File: config.mk
export PLATFORM = sky130hd
export DESIGN_NAME = uart_rx_mmio
export DESIGN_NICKNAME = d
export VERILOG_FILES = /design/src/rtl/uart_pkg.sv /design/src/rtl/rx_fifo.sv /design/src/rtl/uart_rx_mmio.sv
export SDC_FILE = /design/constraint.sdc
export NUM_CORES = 1
export LEC_CHECK = 0
export CAP_MARGIN = 30
export CORE_MARGIN = 2
export CORE_UTILIZATION = 66
export DETAILED_ROUTE_END_ITERATION = 10
export GPL_TIMING_DRIVEN = 1
export PLACE_DENSITY = 0.85
export SYNTH_ARGS = -nofsm -noshare
export SYNTH_HDL_FRONTEND = slang
export SYNTH_HIERARCHICAL = 1
export SYNTH_SLANG_ARGS = --single-unit
File: constraint.sdc
create_clock -name clk -period 8.55 [get_ports clk]
set_clock_uncertainty 0.2 [all_clocks]
set_input_delay 1.71 -clock clk [delete_from_list [all_inputs] [get_ports clk]]
set_output_delay 1.71 -clock clk [all_outputs]
set_load 0.03 [all_outputs]
File: src/rtl/uart_pkg.sv
// Shared definitions for the UART receive port: FSM encoding, status bit
// positions and the oversample divisor helper.
package uart_pkg;

  // Receiver FSM states. StParity is only reachable when UART_RX_PARITY_EN is defined.
  typedef enum logic [2:0] {
    StIdle,
    StStart,
    StData,
    StParity,
    StStop,
    StBreak
  } rx_state_e;

  // Bit positions inside the status byte.
  localparam int unsigned StatReady = 0;
  localparam int unsigned StatFull  = 1;
  localparam int unsigned StatFerr  = 2;
  localparam int unsigned StatOvr   = 3;
  localparam int unsigned StatPerr  = 4;

  // Clock cycles per 16x oversample tick, truncated.
  function automatic int unsigned baud_div(input int unsigned clk_freq,
                                           input int unsigned baud);
    return clk_freq / (16 * baud);
  endfunction

endpackage

File: src/rtl/rx_fifo.sv
// Synchronous byte FIFO for the UART receiver. A push while full is dropped
// unless a pop happens in the same cycle; a pop while empty is ignored.
module rx_fifo #(
  parameter int unsigned DEPTH = 8
) (
  input  logic       clk,
  input  logic       rst,
  input  logic       push,
  input  logic       pop,
  input  logic [7:0] wdata,
  output logic [7:0] head,
  output logic       full,
  output logic       empty
);

  localparam int unsigned AW = $clog2(DEPTH);

  logic [7:0]  mem_q [DEPTH];
  logic [AW-1:0] wr_ptr_q, rd_ptr_q;
  logic [AW:0]   count_q, count_d;
  logic          do_push, do_pop;

  assign full    = (count_q == (AW + 1)'(DEPTH));
  assign empty   = (count_q == '0);
  assign do_pop  = pop & ~empty;
  assign do_push = push & (~full | do_pop);
  assign head    = mem_q[rd_ptr_q];

  // Occupancy update; simultaneous push and pop leaves it unchanged.
  always_comb begin
    count_d = count_q;
    unique case ({do_push, do_pop})
      2'b10:   count_d = count_q + 1'b1;
      2'b01:   count_d = count_q - 1'b1;
      default: count_d = count_q;
    endcase
  end

  // Pointer and count registers; pointers wrap naturally at DEPTH.
  always_ff @(posedge clk or negedge rst) begin
    if (!rst) begin
      wr_ptr_q <= '0;
      rd_ptr_q <= '0;
      count_q  <= '0;
    end else begin
      if (do_push) wr_ptr_q <= wr_ptr_q + 1'b1;
      if (do_pop)  rd_ptr_q <= rd_ptr_q + 1'b1;
      count_q <= count_d;
    end
  end

  // Storage array, no reset needed since reads are gated by empty.
  always_ff @(posedge clk) begin
    if (do_push) mem_q[wr_ptr_q] <= wdata;
  end

endmodule

File: src/rtl/uart_rx_mmio.sv
// Memory-mapped UART receiver: 16x oversampled deserialiser feeding a byte
// FIFO, read through a data/status register pair. Side effects (pop, flag
// clear) fire when the CPU access level falls, so data stays stable for the
// whole microcycle. Define UART_RX_PARITY_EN to add an even-parity bit (8E1).
module uart_rx_mmio #(
  parameter int unsigned CLK_FREQ   = 50000000,
  parameter int unsigned BAUD       = 115200,
  parameter int unsigned FIFO_DEPTH = 8
) (
  input  logic       clk,
  input  logic       rst,
  input  logic       rx,
  input  logic       rd,
  input  logic       s_mmio,
  input  logic       s_io,
  output logic [7:0] data_out,
  output logic       rx_ready
);

  import uart_pkg::*;

  localparam int unsigned Div    = baud_div(CLK_FREQ, BAUD);
  localparam int unsigned DivW   = (Div > 1) ? $clog2(Div) : 1;
  localparam logic [DivW-1:0] DivMax = DivW'(Div - 1);

  // Synchroniser and edge detect.
  logic rx_s1_q, rx_s2_q, rx_prev_q, rx_fall;

  // Tick generator.
  logic [DivW-1:0] div_q;
  logic            tick;

  // Receiver FSM.
  rx_state_e   state_q, state_d;
  logic [3:0]  tick_cnt_q, tick_cnt_d;
  logic [2:0]  bit_idx_q, bit_idx_d;
  logic [7:0]  shift_q, shift_d;
  logic        centre;
  logic        push;
  logic        set_ferr;

  // Bus side.
  logic acc, acc_q, sel_q, acc_fall, pop, clr;

  // FIFO and flags.
  logic [7:0] head;
  logic       full, empty;
  logic       set_ovr;
  logic       ferr_q, ovr_q;
  logic       perr;
  logic [7:0] status;

  // Two-flop synchroniser; also keep the previous synced value for edge detect.
  always_ff @(posedge clk or negedge rst) begin
    if (!rst) begin
      rx_s1_q   <= 1'b1;
      rx_s2_q   <= 1'b1;
      rx_prev_q <= 1'b1;
    end else begin
      rx_s1_q   <= rx;
      rx_s2_q   <= rx_s1_q;
      rx_prev_q <= rx_s2_q;
    end
  end

  assign rx_fall = rx_prev_q & ~rx_s2_q;

  // Free-running oversample divider producing a one-cycle tick.
  always_ff @(posedge clk or negedge rst) begin
    if (!rst) begin
      div_q <= '0;
    end else if (div_q == DivMax) begin
      div_q <= '0;
    end else begin
      div_q <= div_q + 1'b1;
    end
  end

  assign tick   = (div_q == DivMax);
  // Bit centre: 16 ticks after the previous sample point.
  assign centre = tick && (tick_cnt_q == 4'd15);

  // Receiver FSM state registers.
  always_ff @(posedge clk or negedge rst) begin
    if (!rst) begin
      state_q    <= StIdle;
      tick_cnt_q <= '0;
      bit_idx_q  <= '0;
      shift_q    <= '0;
    end else begin
      state_q    <= state_d;
      tick_cnt_q <= tick_cnt_d;
      bit_idx_q  <= bit_idx_d;
      shift_q    <= shift_d;
    end
  end

`ifdef UART_RX_PARITY_EN
  logic set_perr;
  logic perr_q;
`endif

  // Receiver FSM next state and frame-level strobes.
  always_comb begin
    state_d    = state_q;
    tick_cnt_d = tick_cnt_q;
    bit_idx_d  = bit_idx_q;
    shift_d    = shift_q;
    push       = 1'b0;
    set_ferr   = 1'b0;
`ifdef UART_RX_PARITY_EN
    set_perr   = 1'b0;
`endif
    unique case (state_q)
      StIdle: begin
        if (rx_fall) begin
          tick_cnt_d = '0;
          state_d    = StStart;
        end
      end
      StStart: begin
        if (tick) begin
          if (tick_cnt_q == 4'd7) begin
            // Half a bit in: a start bit must still be low, else it was a glitch.
            tick_cnt_d = '0;
            bit_idx_d  = '0;
            state_d    = rx_s2_q ? StIdle : StData;
          end else begin
            tick_cnt_d = tick_cnt_q + 4'd1;
          end
        end
      end
      StData: begin
        if (centre) begin
          tick_cnt_d = '0;
          shift_d    = {rx_s2_q, shift_q[7:1]};
          bit_idx_d  = bit_idx_q + 3'd1;
          if (bit_idx_q == 3'd7) begin
`ifdef UART_RX_PARITY_EN
            state_d = StParity;
`else
            state_d = StStop;
`endif
          end
        end else if (tick) begin
          tick_cnt_d = tick_cnt_q + 4'd1;
        end
      end
`ifdef UART_RX_PARITY_EN
      StParity: begin
        if (centre) begin
          tick_cnt_d = '0;
          set_perr   = (rx_s2_q != ^shift_q);
          state_d    = StStop;
        end else if (tick) begin
          tick_cnt_d = tick_cnt_q + 4'd1;
        end
      end
`endif
      StStop: begin
        if (centre) begin
          tick_cnt_d = '0;
          // Leave at the stop-bit centre so a back-to-back start edge is caught.
          if (rx_s2_q) begin
            push    = 1'b1;
            state_d = StIdle;
          end else begin
            set_ferr = 1'b1;
            state_d  = StBreak;
          end
        end else if (tick) begin
          tick_cnt_d = tick_cnt_q + 4'd1;
        end
      end
      StBreak: begin
        // Framing error: hold off until the line is idle again.
        if (rx_s2_q) state_d = StIdle;
      end
      default: state_d = StIdle;
    endcase
  end

  assign acc      = rd & s_mmio;
  assign acc_fall = acc_q & ~acc;
  assign pop      = acc_fall & ~sel_q;
  assign clr      = acc_fall & sel_q;

  // Access edge tracking; the register select is latched while the access is live.
  always_ff @(posedge clk or negedge rst) begin
    if (!rst) begin
      acc_q <= 1'b0;
      sel_q <= 1'b0;
    end else begin
      acc_q <= acc;
      if (acc) sel_q <= s_io;
    end
  end

  rx_fifo #(
    .DEPTH (FIFO_DEPTH)
  ) u_fifo (
    .clk   (clk),
    .rst   (rst),
    .push  (push),
    .pop   (pop),
    .wdata (shift_q),
    .head  (head),
    .full  (full),
    .empty (empty)
  );

  // Overrun only when the push is actually dropped.
  assign set_ovr = push & full & ~(pop & ~empty);

  // Sticky error flags; a new error in the clearing cycle wins.
  always_ff @(posedge clk or negedge rst) begin
    if (!rst) begin
      ferr_q <= 1'b0;
      ovr_q  <= 1'b0;
    end else begin
      ferr_q <= set_ferr | (ferr_q & ~clr);
      ovr_q  <= set_ovr | (ovr_q & ~clr);
    end
  end

`ifdef UART_RX_PARITY_EN
  // Sticky parity error flag.
  always_ff @(posedge clk or negedge rst) begin
    if (!rst) begin
      perr_q <= 1'b0;
    end else begin
      perr_q <= set_perr | (perr_q & ~clr);
    end
  end

  assign perr = perr_q;
`else
  assign perr = 1'b0;
`endif

  // Status byte assembly and register select for the read port.
  always_comb begin
    status            = '0;
    status[StatReady] = ~empty;
    status[StatFull]  = full;
    status[StatFerr]  = ferr_q;
    status[StatOvr]   = ovr_q;
    status[StatPerr]  = perr;
    if (s_io) begin
      data_out = status;
    end else begin
      data_out = empty ? 8'h00 : head;
    end
  end

  assign rx_ready = ~empty;

endmodule

After elaboration in Yosys (flattened, before gate mapping)
Memories as Yosys holds them, arrays and structs flattened.
Cells that the tools add are included.
Widths: inputs -> output; s select.
- register bits: 40
- RAM bits: 64
- input port bits: 6
- output and inout bits: 9
- word-level logic and storage cells: 106
- memories kept: 1
- add/subtract/negate cells: 7
- equality and inequality tests: 19
- multiplexer cells: 32
- bitwise gates (word level): 21
- reduce and logical (&&, ||, !) cells: 11
- memory list (memory ; depth ; bits a word ; rd ports ; clocked after memory_dff ; write ports ; RTL line ; text):
    u_fifo.mem_q ; 8 ; 8 ; 1 ; 0 ; 1 ; rx_fifo.sv:18 ; logic [7:0] mem_q [DEPTH];
- operators with widths (kind ; number):
    $mux 3 ; 11
    $mux 4 ; 5
    $mux 8 ; 2
    $pmux 3 s5 ; 1
    $ne 2x2->1 const B ; 7
    $pmux 4 s3 ; 1
    $and 1x1->1 ; 11
    $add 3x1->3 const B ; 3
    $eq 3x3->1 const B ; 3
    $add 4x1->4 const B ; 2
    $eq 4x4->1 const B ; 2
    $mux 1 ; 8
    $pmux 4 s2 ; 1
    $reduce_and 4->1 ; 2
    $not 1->1 ; 7
    $reduce_and 7->1 ; 1
    $pmux 3 s2 ; 1
    $add 5x1->5 const B ; 1
    $eq 5x5->1 const B ; 1
    $mux 5 ; 1
    $eq 4x3->1 const B ; 1
    $logic_not 4->1 ; 1
    $reduce_bool 2->1 ; 2
    $sub 4x1->4 const B ; 1
    12 further kinds ; 14

Logic depth before layout (Yosys ltp)
Gate-level depths: netlist of the first run.
- word-level depth: 9
- gate-level depth with buffers: 13
- gate-level depth less buffers: 12

Modules after synthesis
Netlist of the first run, hierarchy kept.
- modules (own cells, without submodules) (module ; times used ; cells each ; area an instance (sq um) ; sequential area each (sq um)):
    rx_fifo ; 1 ; 177 ; 3135.5 ; 2172.1
    uart_rx_mmio ; 1 ; 152 ; 1620.3 ; 754.5

Least setup slack after synthesis of the first run
Ideal clock, no wire load.
- path kind: input port to output port
- from: input port s_io
- to: output port data_out[1]
- arrival: 2280 ps
- required time: 6640 ps
- slack: 4360 ps
- stages on the path: 2
- path buffers: 0
- path through: nor2_1 a22o_1
- longest elaborated chain between the ends: 1
- ends and longest elaborated chain (element ; RTL line ; text):
    from (decl) ; uart_rx_mmio.sv:15 ; input logic s_io,
    $mux 8 ; uart_rx_mmio.sv:249 ; if (s_io) begin
    to (decl) ; uart_rx_mmio.sv:16 ; output logic [7:0] data_out,
No other way between the ends.

Worst setup path in the final report of the first run
- from: input port s_io
- to: output port data_out[2]
The elaborated chain is that of the path after synthesis.

==> results.json, run 1 <==
{
  "cts_hold_buf": 0,
  "end_kind": "output port",
  "syn_nets": 345,
  "synth_edf_count": 64,
  "finalSetupViolCount": 0,
  "clockBufferDepth": 2,
  "cts_made_buffers": 9,
  "layout_commonest_cell": "edfxtp_1",
  "relSlewSlack": 0.391,
  "drv_slew": 0,
  "grt_antenna_before_repair": 0,
  "grt_max_degree": 41,
  "syn_inst": 329,
  "path_clk_slew_ns": 0.10,
  "worstPathMaxFanout": 7,
  "rsz0062_at_grt": "false",
  "core_um2": 6870,
  "hp-class": "reg -> reg",
  "ys_seq_elements": 104,
  "grt_overflow": 0,
  "yosys_warnings": 6,
  "routedWlPerCell_um": 19.9,
  "drt_iter0_markers": 236,
  "ys.flop_type": "edfxtp_1",
  "netlist_area_um2": 4760,
  "fin_nets": 363,
  "dieArea_um2": 7900,
  "power_density_nw_per_um2": 231,
  "drt-total-wl_um": 8900,
  "syn-mean-instance-area_um2": 14.5,
  "layout.cells.non_filler": 448,
  "rows": 30,
  "fin_util": 0.760,
  "maxCapViolations": 0,
  "drive_gt1_frac": 0.205,
  "dp_cells": 431,
  "grt_pass1_vias": 2720,
  "r2r_start": "state_q[2]$_DFFE_PN0P_",
  "route.detailed.drc": 0,
  "min_period_over_period": 0.661,
  "n_antenna_cell": 0,
  "vias": 2793,
  "clock_latency_ns": 0.37,
  "grt_pass1_wl_um": 13900,
  "required_ns": 6.64,
  "critPathLaunchType": "input port",
  "ys_seq_area_frac": 0.615,
  "htree_levels": 3,
  "viasPerCell": 6.23,
  "critPathKind": "in -> out",
  "syn2layout_area_growth_pct": 9.76,
  "synth-async-reset-ratio": 0.385,
  "grt_usage": 0.250,
  "post_cts_buffers": 0,
  "status": "complete, no violations",
  "die_h_um": 88.9,
  "cts_resized": 0,
  "firstDrtPassIters": 4,
  "die_w_um": 88.9,
  "cp.arrival_ns": 3.74,
  "ctsRootBufferMaster": "clkbuf_8",
  "p_leak_nw": 2.14,
  "clock_sinks": 104,
  "hold_violations": 0,
  "worst_pin_slew_ns": 0.910,
  "port_buffers": 14,
  "fmax_mhz": 177,
  "cts_tree": "built",
  "num_io_pins": 15,
  "start_util": 0.692,
  "final_cell_mix": "64 x edfxtp_1, 37 x dfrtp_1, 28 x nor2_1, 16 x mux4_2",
  "crit_path_start": "s_io",
  "drtAntennaViolNets": 0,
  "final.setup.tns_ns": 0,
  "min_period_ns": 5.65,
  "gp_congestion": 0.818,
  "ys_types": 62,
  "worstHoldStart": "rx_s1_q$_DFF_PN1_",
  "vdd_ir_drop_max_mv": 0.119,
  "dpl.hpwl_um": 5950
}
where the power goes:
group	total, mW	switching, mW	internal (mW)
Sequential	0.630	0.0770	0.553
Combinational	0.262	0.133	0.128
Clock	0.315	0.174	0.142
Total	1.21	0.384	0.823
synth_stat cells (2+ instances only):
library cell,number,area [um^2]
clkbuf_1,2,7.51
nand2b_1,3,18.8
ha_1,9,113
o21ai_0,13,65.1
buf_2,3,15.0
buf_6,2,22.5
buf_1,2,7.51
mux2_2,10,113
nor3_1,4,20.0
mux4_2,16,360
mux2i_1,3,30.0
nand2_1,15,56.3
inv_1,15,56.3
edfxtp_1,64,1920
and2_1,6,37.5
buf_4,2,15.0
a22o_1,4,35.0
a211oi_1,2,15.0
dfstp_2,3,78.8
a21oi_1,11,55.1
a211o_1,2,17.5
mux2_4,9,135
nor3b_1,2,15.0
or3_1,4,25.0
dfrtp_1,37,926
nand3_1,10,50.1
o211ai_1,2,15.0
xor2_1,4,35.0
nor2_1,28,105
o21ai_1,4,20.0
mux2_1,3,33.8
xnor2_1,5,43.8
area by class of cell:
type / instances / area, um^2
clock buffers: 9 / 124
clock inverters: 7 / 87.6
fillers: 413 / 1650
inverters: 16 / 60.1
multi-input cells: 197 / 1700
flip-flops and latches: 104 / 2930
well taps: 96 / 120
repair buffers: 19 / 205
state kept, by name, summed over array words and instances, names as in the netlist:
| signal | count |
|---|---|
| div_q | 5 |
| tick_cnt_q | 4 |
| state_q | 3 |
| shift_q | 8 |
| sel_q | 1 |
| ferr_q | 1 |
| u_fifo/wr_ptr_q | 3 |
| bit_idx_q | 3 |
| u_fifo/mem_q | 64 |
| rx_s1_q | 1 |
| acc_q | 1 |
| rx_s2_q | 1 |
| u_fifo/count_q | 4 |
| u_fifo/rd_ptr_q | 3 |
| ovr_q | 1 |
| rx_prev_q | 1 |
worst max-delay path, cell delays in order:
cell	delay, ns
clkdlybuf4s50_1	0.54
nor2_1	0.56
a22o_1	0.25
clkdlybuf4s50_1	0.68
routing by layer:
layer,track usage,wire [um],up-vias
li1,-,-,1266
met1,0.318,3470,1397
met2,0.422,4630,106
met3,0.0588,593,24
met4,0.0923,204,0
met5,0,0,-
per-stage QoR:
stage	hold slack [ns]	power [mW]	instance area (um^2)	worst slack (ns)
after floorplan	0.145	0.828	4760	4.36
after global placement	0.146	0.870	4960	2.97
after detailed placement	0.148	0.898	4990	2.93
after CTS	0.168	1.21	5200	2.87
after global routing	0.175	1.26	5220	2.83
final	0.164	1.21	5220	2.90
worst paths after layout:
| kind | cells after the start | to | slack (ns) |
|---|---|---|---|
| max reg2reg | 5 | u_fifo/mem_q[2][5]$_DFFE_PP_ | 5.08 |
| min | 0 | rx_s2_q$_DFF_PN1_ | 0.16 |
| min in group asynchronous | 1 | u_fifo/count_q[3]$_DFFE_PN0P_ | 0.96 |
| max in group asynchronous | 2 | rx_s2_q$_DFF_PN1_ | 6.70 |
| min reg2reg | 0 | rx_s2_q$_DFF_PN1_ | 0.16 |
| max | 4 | data_out[2] | 2.90 |
cell families after synthesis:
| group | Yosys count | share of synthesized area |
|---|---|---|
| AO/OA/AOI/OAI | 52 | 0.0763 |
| XOR/XNOR | 9 | 0.0166 |
| multiplexers | 41 | 0.141 |
| AND/OR/NAND/NOR | 85 | 0.0947 |
| flip-flops | 104 | 0.615 |
| adder cells (fa/ha/maj) | 10 | 0.0279 |
| buffers and inverters | 28 | 0.0279 |
Power figures use the tool's default switching activity.
==> inputs of run 2 (changes only) <==
Settings changed: CORE_UTILIZATION 66 to 61, PLACE_DENSITY 0.85 to 0.79.
Clock period 8.55 ns to 5.6 ns, I/O delays scaled along.
==> run 2 against run 1 <==
Setup slack lost 1.7 ns. Sequential share of layout area up 0.50 points. Critical path depth unchanged. Sequential power grew 53%. Utilization is 8.3 points lower. Power rose by 46%. First-iteration DRC count fell by 21%. Combinational power is 44% higher. Sequential cell count unchanged.
==> results.json, run 2 (synthesis gave the netlist of run 1 again) <==
{
  "rsz0062_at_grt": "false",
  "crit_path_cell_trace": "clkdlybuf4s50_1 -> nor2_1 -> a22o_1 -> clkdlybuf4s50_1",
  "finalSetupViolCount": 0,
  "viasPerCell": 5.95,
  "drt_iter0_markers": 187,
  "grt_antenna_before_repair": 0,
  "cts_hold_buf": 0,
  "grtUsageMet1": 0.328,
  "seqPwrFrac": 0.547,
  "start_util": 0.622,
  "final.setup.tns_ns": 0,
  "critPathMostFrequentCell": "clkdlybuf4s50_1",
  "power_mw": 1.76,
  "min_period_over_period": 0.786,
  "clockBufferDepth": 2,
  "worst_pin_slew_ns": 0.907,
  "swShare": 0.325,
  "n_antenna_cell": 0,
  "path_clk_slew_ns": 0.10,
  "rows": 32,
  "end_kind": "output port",
  "cts_tree": "built",
  "layout.cells.non_filler": 454,
  "top_regs": "u_fifo/mem_q x64, shift_q x8, div_q x5",
  "p_leak_nw": 2.11,
  "maxCapViolations": 0,
  "dpl.hpwl_um": 5850,
  "grt_pass1_wl_um": 14400,
  "die_h_um": 92.3,
  "core_um2": 7650,
  "num_io_pins": 15,
  "port_buffers": 14,
  "layout_commonest_cell": "edfxtp_1",
  "min_period_ns": 4.40,
  "relSlewSlack": 0.393,
  "regMostFlops": "u_fifo/mem_q",
  "dp_cells": 437,
  "status": "complete, no violations",
  "htree_levels": 3,
  "max_stage_delay_ns": 0.68,
  "cts_resized": 0,
  "ctsRootBufferMaster": "clkbuf_8",
  "grt-busiest-layer": "met2",
  "hp-class": "reg -> reg",
  "critPathLaunchType": "input port",
  "met2_usage": 0.370,
  "grt.met3_usage": 0.0317,
  "power_frac_comb": 0.213,
  "dieArea_um2": 8520,
  "cts_made_buffers": 9,
  "p_clk_frac": 0.240,
  "clock_latency_ns": 0.37,
  "largest_register_ffs": 64,
  "hold_violations": 0,
  "grt_pass1_vias": 2673,
  "die_w_um": 92.3,
  "fill_cells": 497,
  "cp.arrival_ns": 3.08,
  "p_int_mw": 1.19,
  "grt_overflow": 0,
  "fin_nets": 363,
  "gp_congestion": 0.802,
  "fmax_mhz": 227,
  "switching_power_mw": 0.573,
  "power_density_nw_per_um2": 341,
  "post_cts_buffers": 0,
  "layout_setup_ws_ns": 1.20,
  "clock_sinks": 104,
  "worstPathMaxFanout": 7,
  "place_ws_ns": 1.22,
  "grt_usage": 0.229,
  "cp_slowest_cell": "clkdlybuf4s50_1",
  "drt-total-wl_um": 8620,
  "syn2layout_area_growth_pct": 8.79,
  "firstDrtPassIters": 4,
  "vdd_ir_drop_max_mv": 0.129,
  "route.detailed.drc": 0,
  "routedWlPerCell_um": 19.0,
  "drive_gt1_frac": 0.202,
  "vias": 2701,
  "drv_slew": 0,
  "final_cell_mix": "64 x edfxtp_1, 37 x dfrtp_1, 28 x nor2_1, 16 x mux4_2",
  "required_ns": 4.28,
  "drtAntennaViolNets": 0,
  "critPathKind": "in -> out",
  "grt_max_degree": 41
}
==> run 2: metal layers <==
metal / share of wire / routed length [um] / vias up
li1: - / - / 1269
met1: 0.43 / 3720 / 1351
met2: 0.51 / 4400 / 71
met3: 0.044 / 379 / 10
met4: 0.015 / 129 / 0
met5: 0 / 0 / -
==> run 2: final timing paths <==
check | slack, ns | cells past startpoint | end | from
max | 1.20 | 4 | data_out[2] | s_io
max reg2reg | 2.23 | 5 | u_fifo/mem_q[4][2]$_DFFE_PP_ | state_q[2]$_DFFE_PN0P_
min reg2reg | 0.16 | 0 | rx_s2_q$_DFF_PN1_ | rx_s1_q$_DFF_PN1_
min in group asynchronous | 0.35 | 1 | shift_q[6]$_DFFE_PN0P_ | rst
max in group asynchronous | 4.37 | 2 | rx_s2_q$_DFF_PN1_ | rst
min | 0.16 | 0 | rx_s2_q$_DFF_PN1_ | rx_s1_q$_DFF_PN1_
==> run 2: power by group through the flow <==
stage	registers, mW	logic (mW)	clock network [mW]
2_1_floorplan	0.893	0.371	0
3_3_place_gp	0.981	0.350	0
3_5_place_dp	0.980	0.370	0
4_1_cts	0.965	0.371	0.434
5_1_grt	0.981	0.414	0.459
6_report	0.964	0.376	0.424
==> run 2: final cells by class <==
class / count / area [um^2] / share of cell area
multi-input combinational: 197 / 1700 / 0.328
tap: 102 / 128 / 0.0247
clock inverter: 7 / 53.8 / 0.0104
sequential: 104 / 2930 / 0.566
clock buffer: 9 / 124 / 0.0239
timing repair buffer: 19 / 185 / 0.0358
inverter: 16 / 60.1 / 0.0116
==> run 2: metrics by stage <==
stage	hold slack, ns	util	area [um^2]
floorplan	0.145	-	4760
global placement	0.146	0.651	4980
detailed placement	0.147	0.651	4980
CTS	0.161	0.674	5150
global route	0.164	0.677	5170
finish	0.161	0.677	5170
==> run 2: worst max-delay path: cells and delay by family <==
| kind | cells | cell delay (ns) |
|---|---|---|
| buf+inv | 2 | 1.20 |
| compound gates | 1 | 0.24 |
| simple gates | 1 | 0.52 |
==> inputs of run 3 (changes only) <==
Clock period 5.6 ns to 4.1 ns, I/O delays scaled along.
==> run 3 against run 2 <==
Setup slack worse by 0.89 ns. Largest power group unchanged. Power up 36%. Critical path depth unchanged.
==> results.json, run 3 (synthesis gave the netlist of run 1 again) <==
{
  "end_kind": "output port",
  "gp_congestion": 0.802,
  "holdWs_ns": 0.162,
  "clockBufferDepth": 2,
  "drv_slew": 0,
  "core_um2": 7650,
  "hp-class": "reg -> reg",
  "grt_pass1_vias": 2789,
  "worstPathMaxFanout": 18,
  "rows": 32,
  "top_regs": "u_fifo/mem_q x64, shift_q x8, div_q x5",
  "regMostFlops": "u_fifo/mem_q",
  "critPathLaunchType": "flip-flop",
  "firstDrtPassIters": 4,
  "required_ns": 3.08,
  "grt_antenna_before_repair": 0,
  "final.setup.tns_ns": 0,
  "cts_hold_buf": 0,
  "min_period_over_period": 0.925,
  "rsz0062_at_grt": "false",
  "cts_made_buffers": 9,
  "dp_cells": 445,
  "num_io_pins": 15,
  "clock_latency_ns": 0.36,
  "min_period_ns": 3.79,
  "hold_violations": 0,
  "worst_pin_slew_ns": 0.798,
  "clock_sinks": 104,
  "maxCapViolations": 0,
  "largest_register_ffs": 64,
  "cp_slowest_cell": "dfrtp_1",
  "n_antenna_cell": 0,
  "crit_path_cell_trace": "mux4_2 -> mux2_2 -> a22o_1 -> clkdlybuf4s50_1",
  "cp_top_family": "flip-flops",
  "dieArea_um2": 8520,
  "drt_iter0_markers": 279,
  "place_area_um2": 5040,
  "drive_gt1_frac": 0.217,
  "die_h_um": 92.3,
  "drt-total-wl_um": 8390,
  "start_util": 0.622,
  "fin_nets": 371,
  "relSlewSlack": 0.468,
  "max_stage_delay_ns": 0.87,
  "vdd_ir_drop_max_mv": 0.275,
  "path_clk_slew_ns": 0.10,
  "final_cell_mix": "64 x edfxtp_1, 37 x dfrtp_1, 28 x nor2_1, 16 x mux4_2",
  "layout.cells.non_filler": 462,
  "grt_max_degree": 41,
  "post_cts_buffers": 0,
  "die_w_um": 92.3,
  "cts_resized": 0,
  "finalSetupViolCount": 0,
  "ctsRootBufferMaster": "clkbuf_8",
  "dpl.hpwl_um": 5720,
  "status": "complete, no violations",
  "grt_usage": 0.222,
  "syn2layout_area_growth_pct": 10.0,
  "routedWlPerCell_um": 18.2,
  "cp.arrival_ns": 2.77,
  "htree_levels": 3,
  "critPathKind": "reg -> out",
  "drtAntennaViolNets": 0,
  "grt_pass1_wl_um": 14100,
  "power_mw": 2.41,
  "vias": 2719,
  "fmax_mhz": 264,
  "route.detailed.drc": 0,
  "p_leak_nw": 2.16,
  "cts_tree": "built",
  "power_density_nw_per_um2": 460,
  "layout_commonest_cell": "edfxtp_1",
  "viasPerCell": 5.89,
  "cp_num_buf_inv": 1,
  "grt_overflow": 0,
  "port_buffers": 14,
  "post-route-cell-area_um2": 5230
}
## run 3: cell count changes in the layout (fill, tap and decap cells not counted)
cell	change
buf_4	+8
clkinv_1	+1
clkinv_4	-1
clkinvlp_4	-1
inv_8	+1
## run 3: area by class of cell
cell class                      count  area (um^2)
Tap cell                          102          128
Clock buffer                        9          124
Sequential cell                   104         2930
Clock inverter                      7         52.6
Multi-Input combinational cell    197         1700
Inverter                           16         60.1
Fill cell                         514         2410
Timing Repair Buffer               27          245
## run 3: per-stage QoR
stage / worst slack [ns] / utilization
final: 0.307 / 0.684
after global routing: 0.190 / 0.684
after CTS: 0.269 / 0.682
after detailed placement: 0.501 / 0.659
after global placement: 0.628 / 0.659
after floorplan: 0.874 / -
## run 3: path summary, 6_finish.rpt
check	from	endpoint	slack (ns)	cells after the start
worst max-delay path	u_fifo/rd_ptr_q[1]$_DFFE_PN0N_	data_out[3]	0.31	4
worst max register to register	state_q[2]$_DFFE_PN0P_	u_fifo/count_q[3]$_DFFE_PN0P_	0.77	9
max in group asynchronous	rst	rx_s1_q$_DFF_PN1_	3.20	2
worst min-delay path	rx_s1_q$_DFF_PN1_	rx_s2_q$_DFF_PN1_	0.16	0
min in group asynchronous	rst	u_fifo/rd_ptr_q[2]$_DFFE_PN0N_	0.22	2
worst min register to register	rx_s1_q$_DFF_PN1_	rx_s2_q$_DFF_PN1_	0.16	0
## run 3: worst register-to-register path, delay by kind of cell, from the launching register on
family	cells	cell delay, ns
flops	1	0.63
compound gates	3	0.46
simple gates	4	1.62
buf+inv	1	0.07
fa+ha+maj	1	0.28
## run 3: metal layers
metal | share of wire | routed length, um | track usage
met1 | 0.44 | 3680 | 0.309
met2 | 0.50 | 4230 | 0.360
met3 | 0.043 | 361 | 0.0545
met4 | 0.015 | 123 | 0.0560
met5 | 0 | 0 | 0
## run 3: where the power goes
part	internal [mW]	switching (mW)	total, mW
Clock	0.228	0.351	0.578
Combinational	0.251	0.292	0.543
Sequential	1.15	0.133	1.29
